**src/rtl/mips_core_pkg.sv**
```systemverilog
// Shared core types: branch direction and the 2-bit saturating PHT counter state.
// pht_next gives one saturating training step of a counter toward the resolved outcome.
package mips_core_pkg;

  typedef enum logic {NOT_TAKEN = 1'b0, TAKEN = 1'b1} BranchOutcome;

  typedef enum logic [1:0] {STRONG_NT = 2'b00, WEAK_NT = 2'b01, WEAK_T = 2'b10, STRONG_T = 2'b11} PhtState;

  function automatic PhtState pht_next(PhtState s, BranchOutcome o);
    PhtState n;
    n = s;
    if (o == TAKEN) begin
      if (s != STRONG_T) n = PhtState'(s + 2'd1);
    end else begin
      if (s != STRONG_NT) n = PhtState'(s - 2'd1);
    end
    return n;
  endfunction

endpackage

```
**src/rtl/gshare_branch_predictor.sv**
```systemverilog
// Gshare predictor: 0-cycle combinational lookup, PHT/GHR trained one edge after feedback; always ready, no backpressure.
// Define BRANCH_PRED_STATS_EN to add saturating lookup/mispredict counters.
module gshare_branch_predictor
  import mips_core_pkg::*;
#(
  parameter int INDEX_BITS = 8,
  parameter int GHR_BITS   = 8
) (
  input  logic                clk,
  input  logic                rst_n,
  input  logic                i_req_valid,
  input  logic [31:0]         i_req_pc,
  output BranchOutcome        o_req_prediction,
  output logic [GHR_BITS-1:0] o_req_ghr,
  input  logic                i_fb_valid,
  input  logic [31:0]         i_fb_pc,
  input  logic [GHR_BITS-1:0] i_fb_ghr,
  input  BranchOutcome        i_fb_prediction,
  input  BranchOutcome        i_fb_outcome
`ifdef BRANCH_PRED_STATS_EN
  ,
  output logic [31:0]         o_stat_lookups,
  output logic [31:0]         o_stat_mispred
`endif
);

  localparam int ENTRIES = 1 << INDEX_BITS;

  if (GHR_BITS < 1 || GHR_BITS > INDEX_BITS) begin : g_bad_cfg
    $error("gshare_branch_predictor: GHR_BITS must be within 1..INDEX_BITS");
  end

  PhtState                 pht [ENTRIES];
  logic [GHR_BITS-1:0]     ghr;
  logic [GHR_BITS-1:0]     ghr_next;
  logic [INDEX_BITS-1:0]   req_idx;
  logic [INDEX_BITS-1:0]   fb_idx;

  assign req_idx = i_req_pc[INDEX_BITS+1:2] ^ INDEX_BITS'(ghr);
  // Training indexes with the snapshot the lookup used, not today's GHR.
  assign fb_idx  = i_fb_pc[INDEX_BITS+1:2] ^ INDEX_BITS'(i_fb_ghr);

  assign o_req_prediction = (i_req_valid && pht[req_idx][1]) ? TAKEN : NOT_TAKEN;
  assign o_req_ghr        = ghr;

  if (GHR_BITS == 1) begin : g_ghr1
    assign ghr_next = i_fb_outcome;
  end else begin : g_ghrn
    assign ghr_next = {i_fb_ghr[GHR_BITS-2:0], i_fb_outcome};
  end

  // History is rebuilt from the snapshot, so a mispredicted path repairs itself.
  always_ff @(posedge clk or negedge rst_n) begin
    if (!rst_n) begin
      for (int i = 0; i < ENTRIES; i++) pht[i] <= WEAK_NT;
      ghr <= '0;
    end else if (i_fb_valid) begin
      pht[fb_idx] <= pht_next(pht[fb_idx], i_fb_outcome);
      ghr         <= ghr_next;
    end
  end

`ifdef BRANCH_PRED_STATS_EN
  always_ff @(posedge clk or negedge rst_n) begin
    if (!rst_n) begin
      o_stat_lookups <= '0;
      o_stat_mispred <= '0;
    end else begin
      if (i_req_valid && o_stat_lookups != 32'hFFFF_FFFF)
        o_stat_lookups <= o_stat_lookups + 32'd1;
      if (i_fb_valid && i_fb_prediction != i_fb_outcome && o_stat_mispred != 32'hFFFF_FFFF)
        o_stat_mispred <= o_stat_mispred + 32'd1;
    end
  end

  logic unused_bits;
  assign unused_bits = ^{i_req_pc[31:INDEX_BITS+2], i_req_pc[1:0],
                         i_fb_pc[31:INDEX_BITS+2], i_fb_pc[1:0]};
`else
  logic unused_bits;
  assign unused_bits = ^{i_req_pc[31:INDEX_BITS+2], i_req_pc[1:0],
                         i_fb_pc[31:INDEX_BITS+2], i_fb_pc[1:0], i_fb_prediction};
`endif

endmodule

```
**config.mk**
```make
export PLATFORM = sky130hd
export DESIGN_NAME = gshare_branch_predictor
export DESIGN_NICKNAME = d
export VERILOG_FILES = /design/src/rtl/mips_core_pkg.sv /design/src/rtl/gshare_branch_predictor.sv
export SDC_FILE = /design/constraint.sdc
export NUM_CORES = 1
export LEC_CHECK = 0
export BUFFER_PORTS_ARGS = -buffer_cell sky130_fd_sc_hd__buf_4
export CORE_UTILIZATION = 45
export CTS_CLUSTER_SIZE = 24
export DETAILED_ROUTE_END_ITERATION = 7
export GPL_ROUTABILITY_DRIVEN = 0
export SLEW_MARGIN = 10
export SYNTH_ARGS = -nofsm -noshare
export SYNTH_HDL_FRONTEND = slang
export SYNTH_SLANG_ARGS = --single-unit
export TNS_END_PERCENT = 50
```
**constraint.sdc**
```tcl
create_clock -name clk -period 5.1 [get_ports clk]
set_clock_uncertainty 0.2 [all_clocks]
set_input_delay 1.02 -clock clk [delete_from_list [all_inputs] [get_ports clk]]
set_output_delay 1.02 -clock clk [all_outputs]
set_load 0.005 [all_outputs]
```
== After elaboration in Yosys (flattened, before gate mapping) ==
Cells that the tools add are included.

* Div/mod/pow operators: 0
* Reductions and logical operators: 3
* $lt $le $gt $ge: 3
* Bitwise operators: 4
* Add/subtract/negate cells: 2
* Shift operators: 0
* Multiplexer cells: 14
* Multipliers: 0
* Equality and inequality tests: 1

{| class="wikitable"
|+ Operator list
! kind !! count
|-
| bitwise mux 512 bit || 1
|-
| binary-select mux 2 bit (select 8 bit) || 2
|-
| greater-or-equal comparator 9 bit, second input constant || 2
|-
| 2-to-1 mux 2 bit || 9
|-
| inverter 8 -> 9 bit || 2
|-
| demux 2 bit (select 8 bit) || 1
|-
| bitwise XOR 8 bit || 2
|-
| less-than comparator 9 x 1 -> 1 bit, second input constant || 1
|-
| adder 2 x 1 -> 2 bit, second input constant || 1
|-
| logical AND 1 bit || 2
|-
| inequality test 2 bit, second input constant || 1
|-
| nonzero test 2 bit || 1
|-
| subtractor 2 x 1 -> 2 bit, second input constant || 1
|-
| 2-to-1 mux 1 bit || 1
|}

* Input port bits: 78
* RAM bits: 0
* Bits in latches: 0
* Bits in read-only memories: 0
* Word-level logic and storage cells: 284
* Register bits: 520
* Memories kept: 0

== Depth between registers and ports, before layout ==
* Depth in word-level cells: 10
* Depth in mapped cells: 16
* Mapped depth without buffers: 9

== Least setup slack after synthesis ==
No wires, ideal clock.

* Path kind: input to output
* From: input i_req_pc[2]
* To: output o_req_prediction
* Data arrival time: 4.036 ns
* Setup slack: -0.156 ns
* Required time: 3.880 ns
* Path buffers: 1
* Cell stages on the path: 8
* Cells stage by stage: xor2_1 > clkbuf_1 > mux4_2 > mux4_2 > mux4_2 > mux2_2 > nand3_1 > o31ai_1

* Word-level cells in the longest chain between the ends: 7

{| class="wikitable"
|+ Ends and longest elaborated chain
! item !! line !! text
|-
| from (decl) || gshare_branch_predictor.sv:12 || <nowiki>input logic [31:0] i_req_pc,</nowiki>
|-
| bitwise XOR 8 bit || gshare_branch_predictor.sv:39 || <nowiki>assign req_idx = i_req_pc[INDEX_BITS+1:2] ^ INDEX_BITS'(ghr);</nowiki>
|-
| inverter 8 -> 9 bit (not written as such) || gshare_branch_predictor.sv:43 || <nowiki>assign o_req_prediction = (i_req_valid && pht[req_idx][1]) ? TAKEN : NOT_TAKEN;</nowiki>
|-
| binary-select mux 2 bit (select 8 bit) || gshare_branch_predictor.sv:43 ||
|-
| 2-to-1 mux 2 bit (not written as such) (2 in series) || gshare_branch_predictor.sv:43 ||
|-
| logical AND 1 bit || gshare_branch_predictor.sv:43 ||
|-
| 2-to-1 mux 1 bit || gshare_branch_predictor.sv:43 ||
|-
| to (decl) || gshare_branch_predictor.sv:13 || <nowiki>output BranchOutcome o_req_prediction,</nowiki>
|}

Every way passes these cells. The select of a mux whose other input is x is not followed.

== Worst setup path after layout ==
Same ends and word-level chain as after synthesis.

==> impl_metrics.csv <==
group,metric,value,unit
logic_synthesis,synthArstFlopShare,1.000,
drt,drt_first_pass_iters,7,
logic_synthesis,syn_nets,2626,
drt,ant_nets,0,
timing,setup_slack,-13.63,ps
worst_setup_path,ff2ff_path_depth,11,
floorplanning,initial_utilization,0.4573,
logic_synthesis,synth.avg_cell_area,10.16,µm²
status,failed_checks,"negative setup slack",
logic_synthesis,ys_seq_elements,520,
global_route,first_global_vias,20461,
cells_and_area,drive_gt1_frac,0.2566,
cells_and_area,area_growth,16.77,%
timing,hold_violations,0,
drt,drt_iter0_drc,2204,
worst_setup_path,critPathLaunchType,"primary input",
cts,insertion_delay,630,ps
timing,grt_setup_unrepaired,"true",
placement,dp_hpwl,54.17,mm
power_and_ir_drop,cellPowerDensity,349.9,nW/µm²
drt,drc_errors,0,
drt,wl_per_cell,23.91,µm
cts,htreeDepth,2,
logic_synthesis,synth.distinct_cells,42,
drt,viasPerCell,5.895,
drt,num_vias,20309,
power_and_ir_drop,p_total,10.58,mW
cells_and_area,fin_nets,2718,
flow_run,drv_cap,0,
drt,wirelength,82.37,mm
cells_and_area,fill_cells,4940,
logic_synthesis,synth_top_family_by_area,"multiplexers",
floorplanning,die_h,241.8,µm
logic_synthesis,ys.flop_type,"dfrtp_1",
cts,cts_tree,"built",
cts,cts_buffers,57,
power_and_ir_drop,ir_worst_vdd,0.2449,mV
global_route,grt_max_degree,114,
cells_and_area,layout_common_cells,"nand2_1 (806), o21ai_1 (435), dfrtp_1 (263)",
floorplanning,dieArea,58480,µm²
global_route,grtUsageTotal,0.2853,
global_route,gr-total-overflow,0,
logic_synthesis,synth_cells,2548,
worst_hold_path,hold_class,"primary input to async pin",
timing,maxSlewViolCount,0,
floorplanning,die_w,241.8,µm
timing,hold-worst-slack,220.1,ps
worst_setup_path,critical_path_arrival,3890,ps
cts,clkTransAtPathRegs,50,ps
logic_synthesis,synthMuxAreaShare,0.1794,
worst_setup_path,cp-startpoint,"i_req_pc[2]",
worst_setup_path,crit_type,"primary input to output pin",
logic_synthesis,synth_compound_area_frac,0.1326,
cts,cts_hold_buf,0,
worst_setup_path,end_kind,"output pin",
power_and_ir_drop,power.leakage,11.67,nW
timing,fmaxAchievable,0.1956,GHz
cells_and_area,diodes,0,
floorplanning,core_area,56600,µm²
worst_setup_path,crit_required,3880,ps
worst_setup_path,crit_end,"o_req_prediction",
logic_synthesis,seq_area_frac_synth,0.5151,
floorplanning,row_count,87,
status,status,"finished with violations",
logic_synthesis,synthesis.area,25880,µm²
logic_synthesis,synth_xor_area_frac,0.008846,
worst_setup_path,reg2reg_from,"pht[144]$_DFFE_PN1P_",
timing,slew-limit-headroom,0.2546,
global_route,antenna_found_initial,0,
global_route,grt_first_pass_wirelength,126.8,mm
placement,port_buffers,37,
cells_and_area,layout_commonest_cell,"nand2_1",
cells_and_area,utilization,0.5340,
logic_synthesis,yosysWarnings,0,
timing,setup_viol,1,
worst_setup_path,r2r_setup_slack,1720,ps
worst_setup_path,critPathMaxFanout,12,
logic_synthesis,synth-edff-count,0,
worst_setup_path,rr_endpoint,"pht[257]$_DFFE_PN0P_",
cts,cts-root-buf,"clkbuf_16",
timing,period_needed,5114,ps
cts,cts_sinks,520,
timing,tightest_slew,1114,ps
floorplanning,io_pins,87,
logic_synthesis,synth-simple-area-share,0.1333,
logic_synthesis,synthAdderAreaFrac,0,
cts,clk_path_buf_depth,3,
timing,min_period_over_period,1.003,
[how the worst min path moves through the flow]
stage,cells after the start,end
finish,1,pht[339]$_DFFE_PN0P_
global route,1,pht[295]$_DFFE_PN0P_
detailed placement,2,pht[46]$_DFFE_PN1P_
CTS,1,pht[271]$_DFFE_PN0P_
global placement,2,pht[358]$_DFFE_PN1P_
floorplan,2,pht[162]$_DFFE_PN1P_
[registers in the layout, summed over array words and instances, names as in the netlist]
register	flops
pht	512
o_req_ghr	8
[stage by stage]
stage,instance area (µm²),std cells,setup TNS [ps],setup WS (ps)
after global routing,30220,3445,-68.61,-68.61
after detailed placement,28040,3332,-822.3,-66.25
after CTS,30220,3445,0,11.77
after global placement,28040,3332,-2154,-53.62
after floorplan,25890,2548,0,42.89
final,30220,3445,-13.63,-13.63
[cell families (layout without fill, tap and decap cells)]
kind of cell / count (synthesis) / in the layout
DFF: 520 / 520
muxes: 319 / 319
xor gates and xnor gates: 24 / 24
AOI/OAI and AO/OA: 642 / 642
and+or+nand+nor: 890 / 890
buffers and inverters: 153 / 294
[power by group]
group	total (mW)	switching, mW	internal, mW	leakage [nW]
Clock	4.52	1.75	2.77	1.02
Combinational	1.49	0.939	0.554	4.33
Sequential	4.57	0.112	4.45	6.32
Total	10.6	2.80	7.78	11.7
[area by class of cell]
cell class	count	area, µm²	area share
inverters	3	11.26	0.0003726
repair buffers	183	1952	0.06458
clock buffers	92	1810	0.05990
clock inverters	16	261.5	0.008652
flip-flops and latches	520	13330	0.4412
well taps	756	945.9	0.03130
multi-input cells	1875	11910	0.3940
[critical path, cell delays in order]
cell	delay, ps
buf_4	130
xor2_4	220
buf_12	190
buf_12	180
mux4_2	530
mux4_2	510
mux4_2	500
mux2_4	310
nand3_2	70
o31ai_2	70
buf_4	140
[cells in the mapped netlist (2+ instances only)]
cell	n	area, µm²
a21oi_1	2	10.01
a22oi_1	6	45.04
a41oi_1	4	35.03
buf_2	58	290.3
buf_4	11	82.58
buf_6	11	123.9
buf_8	2	30.03
clkbuf_1	68	255.2
dfrtp_1	264	6606
dfstp_2	256	6726
inv_1	3	11.26
mux2_2	10	112.6
mux2i_1	194	1942
mux4_2	115	2590
nand2_1	806	3025
nand3_1	15	75.07
nand4_1	4	25.02
nor2_1	38	142.6
nor4_1	18	112.6
o21ai_0	78	390.4
o21ai_1	435	2177
o21ai_2	2	17.52
o21bai_1	2	15.01
o22ai_1	102	638.1
or4_1	6	45.04
xnor2_1	10	87.58
xor2_1	13	113.9
[layer usage]
layer | vias to the layer above | part of all wire | track usage
met1 | 10069 | 0.42 | 0.3850
met3 | 181 | 0.084 | 0.07081
met4 | 0 | 0.037 | 0.1011
li1 | 9281 | - | -
met5 | - | 0 | 0
met2 | 778 | 0.46 | 0.4479
[timing repair]
item,in CTS,in global routing
cloned,1,0
setup endpoints to repair,1,1
buffers inserted,4,0
gates resized for setup,5,0
pin swaps,2,0
endpoints found under the hold margin,0,0
Power figures use the tool's default switching activity.
